File: src/rtl/chance_round_sequencer.sv
// chance_round_sequencer
//   Game controller for the chance-loop roller. Starts a game, lets the external roller
//   free-run, turns each debounced player stop press into one captured roll, and after ROUNDS
//   captures offers the wrapped sum of the rolls on a valid/ready result port.
//
// Ports
//   i_clk        rising-edge clock
//   i_reset      asynchronous active-high reset
//   i_start      begins a game when sampled in IDLE
//   i_stop       raw asynchronous player button, active-high
//   i_roll_val   current roller count from the datapath
//   i_res_ready  result consumer ready
//   o_roll_en    roller increment enable
//   o_roll_clr   roller synchronous clear
//   o_round_idx  captures completed in the current game
//   o_busy       high whenever a game is in progress or its result is pending
//   o_res_valid  result valid
//   o_res_data   game sum, stable while o_res_valid is high
module chance_round_sequencer #(
  parameter int unsigned CNT_W   = 4,
  parameter int unsigned ROUNDS  = 3,
  parameter int unsigned SUM_W   = 7,
  parameter int unsigned LOCKOUT = 4
) (
  input  logic                         i_clk,
  input  logic                         i_reset,
  input  logic                         i_start,
  input  logic                         i_stop,
  input  logic [CNT_W-1:0]             i_roll_val,
  input  logic                         i_res_ready,
  output logic                         o_roll_en,
  output logic                         o_roll_clr,
  output logic [$clog2(ROUNDS+1)-1:0]  o_round_idx,
  output logic                         o_busy,
  output logic                         o_res_valid,
  output logic [SUM_W-1:0]             o_res_data
);

  localparam int unsigned IDX_W = $clog2(ROUNDS + 1);
  localparam int unsigned LCK_W = (LOCKOUT > 0) ? $clog2(LOCKOUT + 1) : 1;

  typedef enum logic [1:0] {
    StIdle,
    StSpin,
    StCapture,
    StDone
  } state_e;

  state_e             r_state;
  logic               r_s1;
  logic               r_s2;
  logic               r_s3;
  logic [LCK_W-1:0]   r_lockout;
  logic [SUM_W-1:0]   r_acc;
  logic [IDX_W-1:0]   r_round_idx;
  logic               r_roll_en;
  logic               r_roll_clr;
  logic               r_busy;
  logic               r_res_valid;
  logic [SUM_W-1:0]   r_res_data;

  logic               w_stop_evt;
  logic               w_evt_valid;
  logic [SUM_W-1:0]   w_roll_ext;
  logic [SUM_W-1:0]   w_acc_next;
  logic [IDX_W-1:0]   w_idx_next;
  logic               w_last;

  // Button synchronizer and rising-edge detector. The pipeline is held clear while idle so a
  // press that lands in IDLE (even one coincident with start) never turns into a capture.
  always_ff @(posedge i_clk or posedge i_reset) begin
    if (i_reset) begin
      r_s1 <= 1'b0;
      r_s2 <= 1'b0;
      r_s3 <= 1'b0;
    end else if (r_state == StIdle) begin
      r_s1 <= 1'b0;
      r_s2 <= 1'b0;
      r_s3 <= 1'b0;
    end else begin
      r_s1 <= i_stop;
      r_s2 <= r_s1;
      r_s3 <= r_s2;
    end
  end

  assign w_stop_evt  = r_s2 & ~r_s3;
  assign w_evt_valid = w_stop_evt && (r_lockout == '0);
  // Zero-extend (or truncate) the roll into the accumulator width; the sum wraps naturally.
  assign w_roll_ext  = SUM_W'(i_roll_val);
  assign w_acc_next  = r_acc + w_roll_ext;
  assign w_idx_next  = r_round_idx + IDX_W'(1);
  assign w_last      = (w_idx_next == IDX_W'(ROUNDS));

  always_ff @(posedge i_clk or posedge i_reset) begin
    if (i_reset) begin
      r_state     <= StIdle;
      r_roll_en   <= 1'b0;
      r_roll_clr  <= 1'b1;
      r_round_idx <= '0;
      r_busy      <= 1'b0;
      r_res_valid <= 1'b0;
      r_res_data  <= '0;
      r_acc       <= '0;
      r_lockout   <= '0;
    end else begin
      case (r_state)
        StIdle: begin
          if (i_start) begin
            r_state     <= StSpin;
            r_roll_clr  <= 1'b0;
            r_roll_en   <= 1'b1;
            r_busy      <= 1'b1;
            r_acc       <= '0;
            r_round_idx <= '0;
            r_lockout   <= '0;
          end
        end
        StSpin: begin
          if (r_lockout != '0) begin
            r_lockout <= r_lockout - LCK_W'(1);
          end
          if (w_evt_valid) begin
            // Freeze the roller for the capture cycle.
            r_state   <= StCapture;
            r_roll_en <= 1'b0;
          end
        end
        StCapture: begin
          r_acc       <= w_acc_next;
          r_round_idx <= w_idx_next;
          r_lockout   <= LCK_W'(LOCKOUT);
          if (w_last) begin
            r_state     <= StDone;
            r_res_data  <= w_acc_next;
            r_res_valid <= 1'b1;
          end else begin
            // Roller resumes from where it stopped, no clear between rounds.
            r_state   <= StSpin;
            r_roll_en <= 1'b1;
          end
        end
        StDone: begin
          if (i_res_ready) begin
            r_state     <= StIdle;
            r_res_valid <= 1'b0;
            r_roll_clr  <= 1'b1;
            r_busy      <= 1'b0;
          end
        end
        default: begin
          r_state <= StIdle;
        end
      endcase
    end
  end

  assign o_roll_en   = r_roll_en;
  assign o_roll_clr  = r_roll_clr;
  assign o_round_idx = r_round_idx;
  assign o_busy      = r_busy;
  assign o_res_valid = r_res_valid;
  assign o_res_data  = r_res_data;

endmodule

File: config.mk
export PLATFORM = sky130hd
export DESIGN_NAME = chance_round_sequencer
export DESIGN_NICKNAME = d
export VERILOG_FILES = /design/src/rtl/chance_round_sequencer.sv
export SDC_FILE = /design/constraint.sdc
export NUM_CORES = 1
export LEC_CHECK = 0
export CAP_MARGIN = 25
export CORE_UTILIZATION = 57
export DETAILED_ROUTE_END_ITERATION = 12
export PLACE_DENSITY = 0.8
export SLEW_MARGIN = 20
export SYNTH_ARGS = -nofsm -noshare
export SYNTH_HDL_FRONTEND = slang
export SYNTH_SLANG_ARGS = --single-unit
File: constraint.sdc
create_clock -name i_clk -period 2.98 [get_ports i_clk]
set_input_delay 0.596 -clock i_clk [delete_from_list [all_inputs] [get_ports i_clk]]
set_output_delay 0.596 -clock i_clk [all_outputs]
set_load 0.05 [all_outputs]
# After elaboration in Yosys (flattened, before gate mapping)
# Cells that the tools add are included.
[totals] register_bits=28 out_inout_bits=13 word_cells=68 input_bits=9
[op_classes] addsub=3 reduce_logical=15 n_mux=26 n_bitwise=2 eq_ne=10
[op_table] op="$pmux 7 s2" n=1
[op_table] op="$ne 2x2->1 const B" n=6
[op_table] op="$reduce_and 3->1" n=4
[op_table] op="$mux 1" n=10
[op_table] op="$mux 2" n=5
[op_table] op="$pmux 3 s3" n=1
[op_table] op="$pmux 2 s4" n=1
[op_table] op="$add 7x4->7" n=1
[op_table] op="$mux 7" n=1
[op_table] op="$eq 2x2->1 const B" n=3
[op_table] op="$mux 3" n=2
[op_table] op="$pmux 1 s2" n=3
[op_table] op="$reduce_bool 2->1" n=3
[op_table] op="$reduce_bool 3->1" n=2
[op_table] op="$pmux 2 s2" n=1
[op_table] op="$reduce_and 2->1" n=2
[op_table] op="$reduce_and 4->1" n=1
[op_table] op="$logic_not 3->1" n=1
[op_table] op="$pmux 1 s3" n=1
[op_table] op="$sub 3x1->3 const B" n=1
[op_table] op="$add 2x1->2 const B" n=1
[op_table] op="$eq 2x1->1 const B" n=1
[op_table] op="$logic_not 2->1" n=1
[op_table] op="$and 1x1->1" n=1
[op_table] op="2 further kinds" n=2

# Longest topological paths before layout
# Gate-level depths: netlist of run 1.
[logic_depth] depth_word=5 mapped_depth=7 mapped_depth_nobuf=7

# Least setup slack after synthesis of run 1
# No wires, ideal clock.
[synth_path] path_kind="input -> register" from="input i_roll_val[0]" to="register r_res_data[6] (netlist: o_res_data[6])" arrival_ps=1861 path_buffers=0 t_required_ps=2844 setup_time_ps=136 path_slack_ps=983 path_stages=7 cell_sequence="ha_1 > inv_1 > fa_1 > nand2b_1 > a211oi_1 > xnor2_1 > o21ai_0"
[synth_between] elab_chain_len=1
[synth_lines] item="from (decl)" line="29" rtl="input logic [CNT_W-1:0] i_roll_val,"
[synth_lines] item="$add 7x4->7" line="91" rtl="assign w_acc_next = r_acc + w_roll_ext;"
[synth_lines] item="to (signal assigned)" line="135" rtl="r_res_data <= w_acc_next;"
[synth_lines] item="to (decl)" line="60" rtl="logic [SUM_W-1:0] r_res_data;"
# No other way between the ends.
# A chain may end at the register's enable or synchronous reset.

# Worst setup path in the final report of run 1
[layout_path] from="register r_roll_clr (netlist: o_roll_clr)" to="output o_roll_clr"
[layout_lines] item="from (decl)" line="57" rtl="logic r_roll_clr;"
[layout_lines] item="from (signal assigned)" line="99" rtl="r_roll_clr <= 1'b1;"
[layout_lines] item="from (signal assigned)" line="111" rtl="r_roll_clr <= 1'b0;"
[layout_lines] item="from (signal assigned)" line="147" rtl="r_roll_clr <= 1'b1;"
[layout_lines] item="to (decl)" line="32" rtl="output logic o_roll_clr,"
# No word-level cell between the ends.

==> results of run 1 <==
-- final cells by class --
type | instances | area (µm²)
sequential | 28 | 702
fill | 186 | 719
timing repair buffer | 22 | 218
inverter | 13 | 48.8
multi-input combinational | 103 | 703
clock buffer | 4 | 26.3
tap | 30 | 37.5
-- cell usage after synthesis (2+ instances only) --
cell type  instances  area share
inv_1             13       0.033
nor2_1             8       0.020
dfrtp_1           27        0.46
xnor2_1            3       0.018
a31oi_1            5       0.021
mux2_2             3       0.023
a21oi_1            7       0.024
xor2_1             2       0.012
a211oi_1           2       0.010
ha_1              12        0.10
nand2b_1           6       0.025
clkbuf_1           2      0.0051
nor2b_1            3       0.013
o21ai_0           13       0.044
a22o_1             3       0.018
nand3_1            2      0.0068
nand2_1           19       0.048
-- where the power goes --
group	total (mW)	switching, mW	leakage (nW)	internal, mW
registers	0.675	0.122	0.348	0.553
logic	1.23	0.760	0.426	0.471
clock network	0.166	0.114	0.0150	0.0525
-- kinds of logic (layout without fill, tap and decap cells) --
group,Yosys count,in the layout,share of synthesized area
AO/OA/AOI/OAI,37,37,0.157
XOR/XNOR,5,5,0.0297
adder cells (fa/ha/maj),13,13,0.116
buffers and inverters,16,39,0.0459
flip-flops,28,28,0.477
multiplexers,4,4,0.0297
AND/OR/NAND/NOR,44,44,0.145
-- how the worst max path moves through the flow --
stage	from	endpoint	slack (ps)	cells past startpoint
finish	o_roll_clr$_DFFE_PP1P_	o_roll_clr	710	1
global route	i_roll_val[0]	o_res_data[6]$_DFFE_PP0N_	560	8
CTS	o_roll_clr$_DFFE_PP1P_	o_roll_clr	700	1
detailed placement	i_roll_val[0]	o_res_data[6]$_DFFE_PP0N_	380	8
global placement	i_roll_val[0]	o_res_data[6]$_DFFE_PP0N_	440	8
floorplan	i_roll_val[0]	o_res_data[6]$_DFFE_PP0N_	980	7
-- through the flow --
| step | std cells | total power [mW] | hold WS (ps) | util |
|---|---|---|---|---|
| finish | 200 | 2.07 | 510 | 0.707 |
| global route | 200 | 2.24 | 532 | 0.707 |
| CTS | 200 | 2.08 | 511 | 0.707 |
| detailed placement | 196 | 1.91 | 478 | 0.696 |
| global placement | 196 | 1.85 | 445 | 0.696 |
| floorplan | 147 | 1.57 | 439 | - |
-- sequential cells by signal (all words and copies together) (netlist names) --
name	flops
r_state	2
r_lockout	3
o_res_valid	1
o_roll_clr	1
o_res_data	7
o_round_idx	2
r_s2	1
r_acc	7
r_s1	1
o_roll_en	1
o_busy	1
r_s3	1
-- layer usage --
metal | routed length [µm] | up-vias | track usage
met3 | 117 | 4 | 0.0435
met5 | 0 | - | 0
met1 | 1300 | 555 | 0.310
met4 | 40 | 0 | 0.0877
li1 | - | 549 | -
met2 | 1440 | 31 | 0.443
==> reports/results.tsv, run 1 <==
metric	value	unit
post-synth cell types	34	
Buf/Inv on CP	1	
Initial DRC Count	24	
Rows	18	
most frequent cells in the layout	27 x dfrtp_1, 21 x clkdlybuf4s50_1, 19 x nand2_1	
gr usage total	0.253	
drt wl/cell	14.5	µm
worst reg2reg setup slack	930	ps
Hold Buf Count CTS	0	
post-DP HPWL	2080	µm
CP max stage cell	clkdlybuf4s50_1	
number of CTS-inserted buffers	3	
Clock Skew	15.2	ps
hold-critical path depth	2	
Placement Cell Area	0.00171	mm²
DRC	0	
Reg-to-Reg Start	r_state[0]$_DFFE_PP0P_	
drt total wl	2890	µm
clock-pin slew on the worst setup and hold paths	160	ps
Initial Util	0.600	
critical path arrival	1680	ps
Critical Path Sink Type	output port	
VDD IR max	1.08	mV
Crit path max-delay family	buffers and inverters	
fraction of layout cells with a size suffix above 1	0.0647	
Setup TNS Final	0	ps
ANT nets after route	0	
Critical Path Fanout Max	3	
post_cts resized	0	
Core Area	0.00245	mm²
leakage	0.789	nW
maximum buffer depth of the clock tree	2	
die area	0.00279	mm²
CP startpoint kind	flip-flop	
die width	52.8	µm
clk_lat worst skew	340	ps
largest net degree at the start of global routing	29	
slowest cell delay on critical path	790	ps
Hold Path End	o_res_data[4]$_DFFE_PP0N_	
CTS H-tree depth	1	
Post-synth ARST share	1.00	
number of global-route vias before repair	1179	
setup violators final	0	
CTS tree	built	
DR vias/cell	5.70	
final worst path period share	0.762	
GRT overflow	0	
DRT Pass-1 Iters	4	
Ant. Diodes	0	
PD cells	1190	mW/mm²
CP required	2380	ps
minimum clock period	2270	ps
worst min path class	flip-flop to flip-flop	
Synth Area per Inst	10.0	µm²
Syn. warnings	0	
die height	52.8	µm
Area Overhead vs Synth	17.8	%
Final Wtd Congestion	0.829	
outcome	completed	
critical path cell sequence	clkdlybuf4s50_1	
PnR worst setup slack	708	ps
most common cell after layout, fill and taps aside	dfrtp_1	
syn_nets	169	
IO Pins	22	
r2r worst-path depth	6	
Max Transition Viols Final	0	
PortBufs	21	
Post-synth EDFFs	0	
Fmax achieved	440	MHz
post-CTS setup buffers	0	
unrepaired setup endpoints after global routing	no	
synthesized area	0.00147	mm²
hold path start	o_res_data[4]$_DFFE_PP0N_	
final instance area	0.00174	mm²
register area share after synthesis	0.477	
final net count	193	
crit path kind	flip-flop to output port	
measured slew at the worst slew-check pin	641	ps
cell count after synthesis	147	
CTS sink cnt	28	
clock root buffer	clkbuf_4	
Post-synth top flop	dfrtp_1	
Max-slew headroom	0.560	
DP Worst Slack	384	ps
first-pass GRT wire length	5110	µm
Hold Vio Cnt, Final	0	
initial antenna violation count	0	
vias	1139	
R2R Path End	r_lockout[1]$_DFFE_PP0P_	
maximum capacitance violations	0	
#FFs+latches synth	28	
(Power assumes the default switching activity.)
==> inputs of run 2 (changes only) <==
CORE_UTILIZATION = 53   (was 57)
PLACE_DENSITY = 0.75   (was 0.8)
clock period = 2.1 ns   (was 2.98 ns; I/O delays follow)
==> run 2 against run 1 <==
  * Largest power group unchanged
  * Clock power up 110%
  * Non-clock buffer count up 8
  * Die area up 7.2%
  * Sequential share of layout area down 2.0 points
  * Register-to-register slack worse by 640 ps
  * Via count down 0.26%
  * Highest routed layer unchanged
  * Sequential power up 41%
  * Clock skew down 11 ps
  * Worst hold slack worse by 77 ps
  * Final cell count up 4.0%
==> reports/results.tsv, run 2 (synthesis gave the netlist of run 1 again) <==
metric	value	unit	change
leakage	0.841	nW	+6.6%
clock share of power	0.112		+0.032
clk_lat worst skew	320	ps	-20 ps
critical path cell sequence	clkdlybuf4s50_1		
R2R Path End	r_lockout[2]$_DFFE_PP0P_		
CP startpoint kind	flip-flop		
Critical Path Sink Type	output port		
Buf/Inv on CP	1		unchanged
CP max stage cell	clkdlybuf4s50_1		
Clock Skew	4.40	ps	-10.8 ps
Ant. Diodes	0		unchanged
gr usage total	0.202		-0.0512
multi-input logic area	708	µm²	+0.71%
largest net degree at the start of global routing	29		unchanged
critical path arrival	1560	ps	-120 ps
final worst path period share	0.943		
number of CTS-inserted buffers	3		unchanged
PnR worst setup slack	119	ps	-589 ps
Int Pwr	1.71	mW	+59%
die area	0.00299	mm²	+7.2%
initial antenna violation count	0		unchanged
Area Overhead vs Synth	23.9	%	
measured slew at the worst slew-check pin	503	ps	-138 ps
r2r worst-path depth	6		unchanged
DR vias/cell	5.46		-4.1%
CTS sink cnt	28		unchanged
most common cell after layout, fill and taps aside	dfrtp_1		
outcome	completed		
DRT Pass-1 Iters	4		unchanged
Critical Path Fanout Max	4		+1
minimum clock period	1980	ps	
crit path kind	flip-flop to output port		
unrepaired setup endpoints after global routing	no		
maximum capacitance violations	0		unchanged
CTS H-tree depth	1		unchanged
Placement Cell Area	0.00177	mm²	+3.4%
Max-slew headroom	0.664		+0.103
Logic pwr share	0.582		-0.012
slowest cell delay on critical path	830	ps	+40 ps
Rows	18		unchanged
drt total wl	2760	µm	-4.6%
placed cells	204		+4.1%
Fmax achieved	505	MHz	
drt wl/cell	13.3	µm	-8.2%
post-DP HPWL	2070	µm	-0.30%
most frequent cells in the layout	27 x dfrtp_1, 20 x clkdlybuf4s50_1, 19 x nand2_1		
worst reg2reg setup slack	290	ps	-640 ps
final non-filler cell total	208		+4.0%
DP Worst Slack	-240	ps	-624 ps
CTS tree	built		
die height	54.7	µm	+3.6%
number of global-route vias before repair	996		-16%
setup violators final	0		unchanged
Initial DRC Count	16		-33%
Flop pwr share	0.306		-0.020
vias	1136		-0.26%
Net Sw Frac	0.452		-0.0287
first-pass GRT wire length	4370	µm	-15%
fraction of layout cells with a size suffix above 1	0.124		+0.0589
# fillers	191		+2.7%
PD cells	1710	mW/mm²	+43%
net switching power	1.41	mW	+41%
final net count	201		+4.1%
die width	54.7	µm	+3.6%
Hold Vio Cnt, Final	0		unchanged
ANT nets after route	0		unchanged
DRC	0		unchanged
IO Pins	22		unchanged
clock-pin slew on the worst setup and hold paths	150	ps	about the same
CP required	1680	ps	-700 ps
VDD IR max	1.19	mV	+9.9%
Reg-to-Reg Start	r_state[0]$_DFFE_PP0P_		
storage element area	702	µm²	unchanged
GRT overflow	0		unchanged
Final Wtd Congestion	0.775		-6.4%
Crit path max-delay family	buffers and inverters		
Initial Util	0.579		-0.0212
PortBufs	21		unchanged
clock root buffer	clkbuf_4		
Core Area	0.00254	mm²	+3.7%
worst min path class	input pin to async pin		
Max Transition Viols Final	0		unchanged
maximum buffer depth of the clock tree	2		unchanged
final instance area	0.00182	mm²	+5.1%
[run 2: cell types whose count changed in the layout (fill, tap and decap cells not counted)]
cell             before  now
bufinv_16             0    1
a211oi_2              0    1
buf_4                 1   10
clkdlybuf4s50_1      21   20
a211oi_1              2    1
clkbuf_1              1    0
[run 2: worst max-delay path by stage]
stage | start | endpoint | cells after the start
detailed placement | i_roll_val[0] | o_res_data[6]$_DFFE_PP0N_ | 9
CTS | o_round_idx[0]$_DFFE_PP0P_ | o_round_idx[0] | 1
finish | o_round_idx[0]$_DFFE_PP0P_ | o_round_idx[0] | 1
floorplan | i_roll_val[0] | o_res_data[6]$_DFFE_PP0N_ | 7
global route | i_roll_val[0] | o_res_data[6]$_DFFE_PP0N_ | 9
global placement | i_roll_val[0] | o_res_data[6]$_DFFE_PP0N_ | 9
[run 2: layout make-up]
class                   instances  area share
inverters                      13      0.0267
multi-input cells             103       0.388
repair buffers                 30       0.151
well taps                      30      0.0206
clock buffers                   3      0.0123
flip-flops and latches         28       0.385
clock inverters                 1      0.0165
[run 2: layer usage]
metal | global-route usage | vias to the layer above | share of wire
li1 | - | 571 | -
met1 | 0.298 | 547 | 0.50
met2 | 0.315 | 16 | 0.47
met3 | 0.0278 | 2 | 0.030
met4 | 0.0385 | 0 | 0.0054
met5 | 0 | - | 0
[run 2: tightest hold or removal path, delay by kind of cell]
family / cells / cell delay (ps)
buffers and inverters: 3 / 760
[run 2: per-stage QoR]
stage / hold WS, ps / setup TNS [ps] / power [mW] / utilization
floorplan: 439 / 0 / 2.23 / -
global placement: 445 / -631 / 2.72 / 0.694
detailed placement: 470 / -906 / 2.77 / 0.694
CTS: 441 / 0 / 3.13 / 0.715
global route: 496 / 0 / 3.35 / 0.717
finish: 432 / 0 / 3.12 / 0.717
[run 2: power by group through the flow]
stage / combinational (mW) / clock [mW] / sequential [mW]
after floorplan: 0.872 / 0 / 1.36
after global placement: 1.77 / 0 / 0.952
after detailed placement: 1.80 / 0 / 0.967
after CTS: 1.82 / 0.357 / 0.957
after global routing: 1.99 / 0.370 / 0.989
final: 1.81 / 0.348 / 0.955
[run 2: what timing repair did]
action                     in CTS  in global routing
resized for setup               0                  1
hold buffers                    0                  0
setup buffers                   0                  0
setup endpoints to repair       0                  2
==> inputs of run 3 (changes only) <==
CTS_CLUSTER_SIZE = 24   (was not set)
==> results of run 3 <==
The final DEF is identical to that of run 2; final timing and power are the same.
